--- config.mk ---
export PLATFORM = sky130hd
export DESIGN_NAME = display_bcd_seq
export DESIGN_NICKNAME = d
export VERILOG_FILES = /design/src/rtl/display_bcd_seq.sv
export SDC_FILE = /design/constraint.sdc
export NUM_CORES = 1
export LEC_CHECK = 0
export CORE_ASPECT_RATIO = 1.75
export CORE_MARGIN = 4
export CORE_UTILIZATION = 55
export CTS_CLUSTER_SIZE = 10
export DETAILED_ROUTE_END_ITERATION = 8
export PLACE_DENSITY = 0.91
export SLEW_MARGIN = 20
export SYNTH_ARGS = -nofsm -noshare
export SYNTH_HDL_FRONTEND = slang
export SYNTH_SLANG_ARGS = --single-unit
--- constraint.sdc ---
create_clock -name clk -period 2.3 [get_ports clk]
set_input_delay 0.23 -clock clk [delete_from_list [all_inputs] [get_ports clk]]
set_output_delay 0.23 -clock clk [all_outputs]
set_load 0.03 [all_outputs]
--- src/rtl/display_bcd_seq.sv ---
// rtl/display_bcd_seq.sv - sequential double-dabble binary to 7-segment display driver
// Ports:
//   clk       rising-edge clock
//   reset     asynchronous active-high reset
//   entrada   unsigned value, sampled on accepted start
//   iniciar   start request, accepted only while idle
//   ocupado   conversion in progress
//   pronto    one-cycle pulse when new digits are on the outputs
//   overflow  last value exceeded 10^DIGITOS-1, held until next completion
//   digitos   gfedcba segments per digit, digit 0 in [6:0]
module display_bcd_seq #(
    parameter int LARGURA     = 12,
    parameter int DIGITOS     = 4,
    parameter int APAGA_ZEROS = 1,
    parameter int ATIVO_BAIXO = 1
) (
    input  logic                   clk,
    input  logic                   reset,
    input  logic [LARGURA-1:0]     entrada,
    input  logic                   iniciar,
    output logic                   ocupado,
    output logic                   pronto,
    output logic                   overflow,
    output logic [7*DIGITOS-1:0]   digitos
);

    localparam int BW = 4 * DIGITOS;
    localparam int CW = $clog2(LARGURA + 1);

    function automatic int max_val();
        int v;
        v = 1;
        for (int i = 0; i < DIGITOS; i++) v = v * 10;
        return v - 1;
    endfunction

    localparam logic [31:0] MAXV = 32'(max_val());

    // Segment patterns are built active-low and flipped once at the output.
    localparam logic [6:0] SEG_BLANK_AL = 7'h7F;
    localparam logic [6:0] SEG_DASH_AL  = 7'h3F;

    function automatic logic [6:0] dec_al(input logic [3:0] n);
        case (n)
            4'd0:    return 7'h40;
            4'd1:    return 7'h79;
            4'd2:    return 7'h24;
            4'd3:    return 7'h30;
            4'd4:    return 7'h19;
            4'd5:    return 7'h12;
            4'd6:    return 7'h02;
            4'd7:    return 7'h78;
            4'd8:    return 7'h00;
            4'd9:    return 7'h10;
            default: return SEG_BLANK_AL;
        endcase
    endfunction

    function automatic logic [6:0] pol(input logic [6:0] al);
        return (ATIVO_BAIXO != 0) ? al : ~al;
    endfunction

    typedef enum logic [1:0] {OCIOSO, CONVERTE, ATUALIZA} estado_t;

    estado_t                estado_q, estado_d;
    logic [LARGURA-1:0]     bin_q, bin_d;
    logic [BW-1:0]          bcd_q, bcd_d;
    logic [CW-1:0]          cnt_q, cnt_d;
    logic                   ovf_int_q, ovf_int_d;
    logic                   ocupado_q, ocupado_d;
    logic                   pronto_q, pronto_d;
    logic                   overflow_q, overflow_d;
    logic [7*DIGITOS-1:0]   digitos_q, digitos_d;

    logic [BW-1:0]          adj;
    logic [BW+LARGURA-1:0]  shifted;
    logic [7*DIGITOS-1:0]   segs;
    logic                   lead;
    logic [3:0]             nib;
    logic [6:0]             seg;
    logic [31:0]            ent_ext;

    always_comb begin
        estado_d   = estado_q;
        bin_d      = bin_q;
        bcd_d      = bcd_q;
        cnt_d      = cnt_q;
        ovf_int_d  = ovf_int_q;
        ocupado_d  = ocupado_q;
        pronto_d   = 1'b0;
        overflow_d = overflow_q;
        digitos_d  = digitos_q;
        ent_ext    = 32'(entrada);

        // Add-3 correction on every nibble >= 5, then one-bit shift of {bcd, bin}.
        adj = bcd_q;
        for (int i = 0; i < DIGITOS; i++) begin
            if (bcd_q[4*i +: 4] >= 4'd5) adj[4*i +: 4] = bcd_q[4*i +: 4] + 4'd3;
        end
        shifted = {adj, bin_q} << 1;

        // Walk from the top digit down; 'lead' stays set while only zeros were seen.
        segs = '0;
        lead = 1'b1;
        nib  = 4'd0;
        seg  = SEG_BLANK_AL;
        for (int i = DIGITOS - 1; i >= 0; i--) begin
            nib = bcd_q[4*i +: 4];
            if (ovf_int_q)
                seg = SEG_DASH_AL;
            else if ((APAGA_ZEROS != 0) && lead && (nib == 4'd0) && (i != 0))
                seg = SEG_BLANK_AL;
            else
                seg = dec_al(nib);
            if (nib != 4'd0) lead = 1'b0;
            segs[7*i +: 7] = pol(seg);
        end

        case (estado_q)
            OCIOSO: begin
                if (iniciar) begin
                    bin_d     = entrada;
                    bcd_d     = '0;
                    cnt_d     = CW'(LARGURA);
                    ovf_int_d = (ent_ext > MAXV);
                    ocupado_d = 1'b1;
                    estado_d  = CONVERTE;
                end
            end
            CONVERTE: begin
                bcd_d = shifted[BW+LARGURA-1:LARGURA];
                bin_d = shifted[LARGURA-1:0];
                cnt_d = cnt_q - 1'b1;
                if (cnt_q == CW'(1)) estado_d = ATUALIZA;
            end
            ATUALIZA: begin
                digitos_d  = segs;
                overflow_d = ovf_int_q;
                ocupado_d  = 1'b0;
                pronto_d   = 1'b1;
                estado_d   = OCIOSO;
            end
            default: estado_d = OCIOSO;
        endcase
    end

    always_ff @(posedge clk or posedge reset) begin
        if (reset) begin
            estado_q   <= OCIOSO;
            bin_q      <= '0;
            bcd_q      <= '0;
            cnt_q      <= '0;
            ovf_int_q  <= 1'b0;
            ocupado_q  <= 1'b0;
            pronto_q   <= 1'b0;
            overflow_q <= 1'b0;
            digitos_q  <= {DIGITOS{pol(SEG_BLANK_AL)}};
        end else begin
            estado_q   <= estado_d;
            bin_q      <= bin_d;
            bcd_q      <= bcd_d;
            cnt_q      <= cnt_d;
            ovf_int_q  <= ovf_int_d;
            ocupado_q  <= ocupado_d;
            pronto_q   <= pronto_d;
            overflow_q <= overflow_d;
            digitos_q  <= digitos_d;
        end
    end

    assign ocupado  = ocupado_q;
    assign pronto   = pronto_q;
    assign overflow = overflow_q;
    assign digitos  = digitos_q;

endmodule
* Yosys cells after proc, flatten, opt, wreduce, memory -nomap -nowiden
Memories as Yosys holds them, arrays and structs flattened. A register that Yosys moved wholly into a read port is not among the register bits.
Cells that the tools add are included.
** Cells by class
- Add/sub/neg operators :: 5
- $lt $le $gt $ge :: 4
- Equality and inequality tests :: 5
- Mux-type cells :: 21
- Reduce and logical (&&, ||, !) cells :: 13
** Operators with widths (number)
- $pmux W16 S2 :: 1
- $pmux W12 S2 :: 1
- $mux W7 :: 3
- $ge A4 B3 Y1 const B :: 4
- $mux W16 :: 1
- $mux W4 :: 4
- $add A4 B2 Y4 const B :: 3
- $logic_not A4 Y1 :: 3
- $mux W12 :: 1
- $pmux W4 S2 :: 1
- $reduce_bool A4 Y1 :: 2
- $reduce_and A2 Y1 :: 3
- $eq A4 B1 Y1 const B :: 1
- $mux W1 :: 4
- $mux W2 :: 2
- $ne A2 B2 Y1 const B :: 2
- $pmux W2 S2 :: 1
- $reduce_bool A2 Y1 :: 2
- $sub A4 B1 Y4 const B :: 1
- $add A3 B2 Y3 const B :: 1
- $mux W3 :: 1
- $eq A2 B1 Y1 const B :: 1
- $eq A2 B2 Y1 const B :: 1
- $logic_and A1 B1 Y1 :: 2
- 2 further kinds :: 2
** Word-level totals
- Flip-flop bits (word level) :: 64
- Memory bits (read-only) :: 448
- Output and inout bits :: 31
- Memories :: 4
** Memory list
- (name not given) :: depth 16, bits a word 7, rd ports 1, clocked after Yosys merged registers in 0, wr ports 0, line 44 : case (n)
- (name not given) :: depth 16, bits a word 7, rd ports 1, clocked after Yosys merged registers in 0, wr ports 0, line 44
- (name not given) :: depth 16, bits a word 7, rd ports 1, clocked after Yosys merged registers in 0, wr ports 0, line 44
- (name not given) :: depth 16, bits a word 7, rd ports 1, clocked after Yosys merged registers in 1, wr ports 0, line 44

* Logic depth before layout (Yosys ltp)
- Depth after elaboration :: 5
- Mapped depth :: 6
- Depth with buffers taken out :: 6

* Least setup slack after synthesis
Ideal clock, no wire load.
- Path type :: flip-flop to flip-flop
- From :: register bcd_q[8]
- To :: register digitos_q[10], in the netlist digitos[10]
- Library setup time :: 77 ps
- Data arrival time :: 1640 ps
- Required time :: 2223 ps
- Path slack :: 583 ps
- Stages on the path, launching flop included :: 7
- Path buffers :: 0
- Period minus slack after synthesis :: 1717 ps
- Path through :: dfrtp_1 -> inv_1 -> ha_1 -> or4b_4 -> nor2_8 -> nand4_1 -> a31oi_1
** On the way
- Word-level cells in the longest chain between the ends :: 4
** Ends and longest elaborated chain
- from (decl) :: line 67 : logic [BW-1:0] bcd_q, bcd_d;
- from (signal assigned) :: line 151 : bcd_q <= '0;
- from (signal assigned) :: line 161 : bcd_q <= bcd_d;
- $reduce_bool A4 Y1 :: line 115 : if (nib != 4'd0) lead = 1'b0;
- $mux W1 :: line 115
- $logic_and A1 B1 Y1 :: line 111 : else if ((APAGA_ZEROS != 0) && lead && (nib == 4'd0) && (i != 0))
- $mux W7 :: line 111
- to (signal assigned) :: line 157 : digitos_q <= {DIGITOS{pol(SEG_BLANK_AL)}};
- to (signal assigned) :: line 167 : digitos_q <= digitos_d;
- to (decl) :: line 73 : logic [7*DIGITOS-1:0] digitos_q, digitos_d;
No other way between the ends.
A chain may end at the register's enable or synchronous reset.

* Worst setup path in the final report
- From :: register bcd_q[8]
- To :: register digitos_q[12], in the netlist digitos[12]
Same word-level chain as after synthesis.

==> impl_metrics.tcl <==
set metrics [dict create \
    yosys.cell_types.count 46 \
    ys.warnings.count 0 \
    synthToLayoutAreaGrowth_pct 19.12 \
    timing.critical_path.fanout_max 7 \
    fin_crit_ps 1885 \
    tns_ps 0 \
    sw_frac_of_total 0.4350 \
    synth-async-reset-ratio 1.000 \
    gp_routability_congestion 0.8223 \
    detailedRoute.firstPassIterationCount 5 \
    first_global_vias 2793 \
    antenna_found_initial 0 \
    worstPathRequired_ps 2580 \
    syn-mean-instance-area_um2 9.323 \
    timing.critical_path.from_type "flip-flop" \
    cts_buffer_count 9 \
    buffer_ports.inserted 44 \
    seq_area_frac_synth 0.4719 \
    maxSlewViolCount 0 \
    slew-limit-headroom 0.6144 \
    grt_start_max_net_pins 65 \
    crit_family "simple AND/OR/NAND/NOR gates" \
    cell_int_power_mw 3.534 \
    layout.cells.non_filler 495 \
    clock_insertion_delay_worst_skew_ps 350 \
    final_cell_mix "sky130_fd_sc_hd__nand2_1 (68), sky130_fd_sc_hd__clkdlybuf4s50_1 (44), sky130_fd_sc_hd__dfrtp_1 (36), sky130_fd_sc_hd__dfstp_2 (28), sky130_fd_sc_hd__a21oi_1 (24)" \
    dp_cells 479 \
    critical-path-max-stage-delay_ps 540 \
    drcViolationCount 0 \
    finalHoldViolations 0 \
    drive_above_1_share 0.1373 \
    finalWorstSetupSlack_ps 415.5 \
    detail_route.vias_per_cell 5.663 \
    power.net_switching_mw 2.722 \
    crit_path_end_kind "flip-flop" \
    post_cts_hold_buffer_count 0 \
    die-area_um2 7691 \
    postSynth.topFlopCell "sky130_fd_sc_hd__dfrtp_1" \
    hold_path_class "in2async" \
    dr.first_iter.drc_count 159 \
    crit_path_top_delay_cell "sky130_fd_sc_hd__or4b_4" \
    maxClockFrequency_mhz 530.6 \
    timing_worst_slew_pin_value_ps 578.4 \
    finalSetupViolCount 0 \
    synth_area_um2 3468 \
    sequentialPowerShare 0.363 \
    cts_max_path_buffers 2 \
    crit_chain "inv_1, ha_1, or4b_4, nor2_8, o221ai_1, o21ai_1" \
    fin_worst_skew_ps 7.910 \
    cts.clk_slew.worst_paths_ps 70 \
    floorplan.die.height_um 113.1 \
    place_hpwl_um 5039 \
    synthesis.instances 372 \
    clock_sinks 64 \
    layout_commonest_cell "sky130_fd_sc_hd__nand2_1" \
    cp_data_arrival_time_ps 2170 \
    worst-setup-path-type "reg2reg" \
    total_power_mw 6.256 \
    post-cts-setup-buffer-count 0 \
    wire_per_inst_um 14.21 \
    buffer_type_at_the_clock_tree_root "sky130_fd_sc_hd__clkbuf_8" \
    cp.buffers_inverters 1 \
    clock_power_share 0.132 \
    postCtsResizedCells 0 \
    status "complete, no violations" \
    cts_tree "done" \
    finalHoldWorstSlack_ps 255.7 \
    power.density_nw_per_um2 1514 \
    r2r_cells 6 \
    floorplan.io_pins 46 \
    vias 2803 \
    synth_enable_flop_cells 0 \
    design.final.nets 447 \
    mappedNetlistNets 409 \
    grt.overflow.total 0 \
    cap_violations 0 \
    fp.dieW_um 68.03 \
    drtAntennaViolNets 0 \
    fin_crit_sh 0.8194 \
    synth_seq_cells 64 \
    design.core.area_um2 6181 \
    preCtsSetupSlack_ps 427.8 \
    groute.usage.overall 0.2069 \
    floorplan.initialDensity 0.5611 \
    drt_wl_total_um 7036 \
    rsz0062_at_grt "no" \
    ir_worst_vdd_mv 0.8538 \
    num_rows 38 \
    power.combinational.fraction 0.505 \
    p_leak_nw 1.788 \
    wire_length_of_the_first_global_routing_pass_um 11970 \
    diodes 0 \
    cts-htree-levels 3 \
    path_depth 6 \
]
-- logic make-up after synthesis --
kind of cell | Yosys count | synth area share
AO/OA/AOI/OAI | 114 | 0.2114
XOR/XNOR | 4 | 0.01010
adder cells (fa/ha/maj) | 22 | 0.07936
buffers and inverters | 44 | 0.05159
flip-flops | 64 | 0.4719
multiplexers | 8 | 0.02345
other | 1 | 0.001081
AND/OR/NAND/NOR | 115 | 0.1512
-- cell type report --
class,count,area (µm²)
Clock inverter,1,5.005
Multi-Input combinational cell,264,1660
Clock buffer,15,156.4
Timing Repair Buffer,49,490.5
Sequential cell,64,1637
Inverter,22,82.58
Tap cell,80,100.1
Fill cell,476,2049
-- sequential cells by signal, indices dropped and copies added (netlist names) --
name and flops:
cnt_q 4, bcd_q 16, estado_q 2, bin_q 12, ocupado 1, pronto 1
digitos 28
-- cell usage after synthesis (all sizes together), types with 2 or more instances --
cell	number	share of area
nor2	22	0.029
a21o	2	0.0043
a31oi	5	0.0090
nand2b	7	0.013
nor3b	5	0.011
nand2	68	0.074
nor3	3	0.0043
or2	2	0.0036
o22a	8	0.020
clkbuf	11	0.012
o211ai	4	0.0087
inv	22	0.024
dfstp	28	0.21
and2	2	0.0036
a211oi	4	0.0087
mux2i	7	0.020
a22oi	11	0.024
o22ai	4	0.0072
a22o	4	0.010
o31ai	6	0.013
o21ai	36	0.052
buf	11	0.016
a21oi	24	0.035
xnor2	4	0.010
ha	22	0.079
dfrtp	36	0.26
-- final timing paths --
path                            slack (ps)                 endpoint                   start
worst max-delay path                   420  digitos[12]$_DFFE_PP1P_    bcd_q[8]$_DFFE_PP0P_
worst min-delay path                   260     bin_q[7]$_DFFE_PP0P_                   reset
worst max register to register         420  digitos[12]$_DFFE_PP1P_    bcd_q[8]$_DFFE_PP0P_
worst min register to register         460   digitos[3]$_DFFE_PP1P_  digitos[3]$_DFFE_PP1P_
max in group asynchronous             1720   digitos[7]$_DFFE_PP1P_                   reset
min in group clk                       420     bin_q[0]$_DFFE_PP0P_              entrada[0]
-- metal layers --
| metal | wire [µm] | share of wire | GRT usage |
|---|---|---|---|
| met1 | 2715 | 0.39 | 0.2144 |
| met2 | 3806 | 0.54 | 0.3647 |
| met3 | 322 | 0.046 | 0.06554 |
| met4 | 191 | 0.027 | 0.09296 |
| met5 | 0 | 0 | 0 |
-- per-stage QoR --
step	cell area, µm²	utilization
floorplan	3468	-
CTS	4131	0.6684
global placement	3970	0.6423
detailed placement	3970	0.6423
finish	4131	0.6684
global route	4131	0.6684
-- power by group through the flow --
| stage | logic (mW) | clock network, mW | registers (mW) |
|---|---|---|---|
| 3_3_place_gp | 3.03 | 0 | 2.25 |
| 2_1_floorplan | 2.09 | 0 | 2.46 |
| 3_5_place_dp | 3.16 | 0 | 2.28 |
| 4_1_cts | 3.18 | 0.838 | 2.27 |
| 5_1_grt | 3.50 | 0.894 | 2.36 |
| 6_report | 3.16 | 0.823 | 2.27 |
-- worst reg2reg max path: stages (launching register included) --
cell and delay, ps:
sky130_fd_sc_hd__dfrtp_1 430, sky130_fd_sc_hd__inv_1 150, sky130_fd_sc_hd__ha_1 250, sky130_fd_sc_hd__or4b_4 540
sky130_fd_sc_hd__nor2_8 150, sky130_fd_sc_hd__o221ai_1 160, sky130_fd_sc_hd__o21ai_1 140
Power figures use the tool's default switching activity.
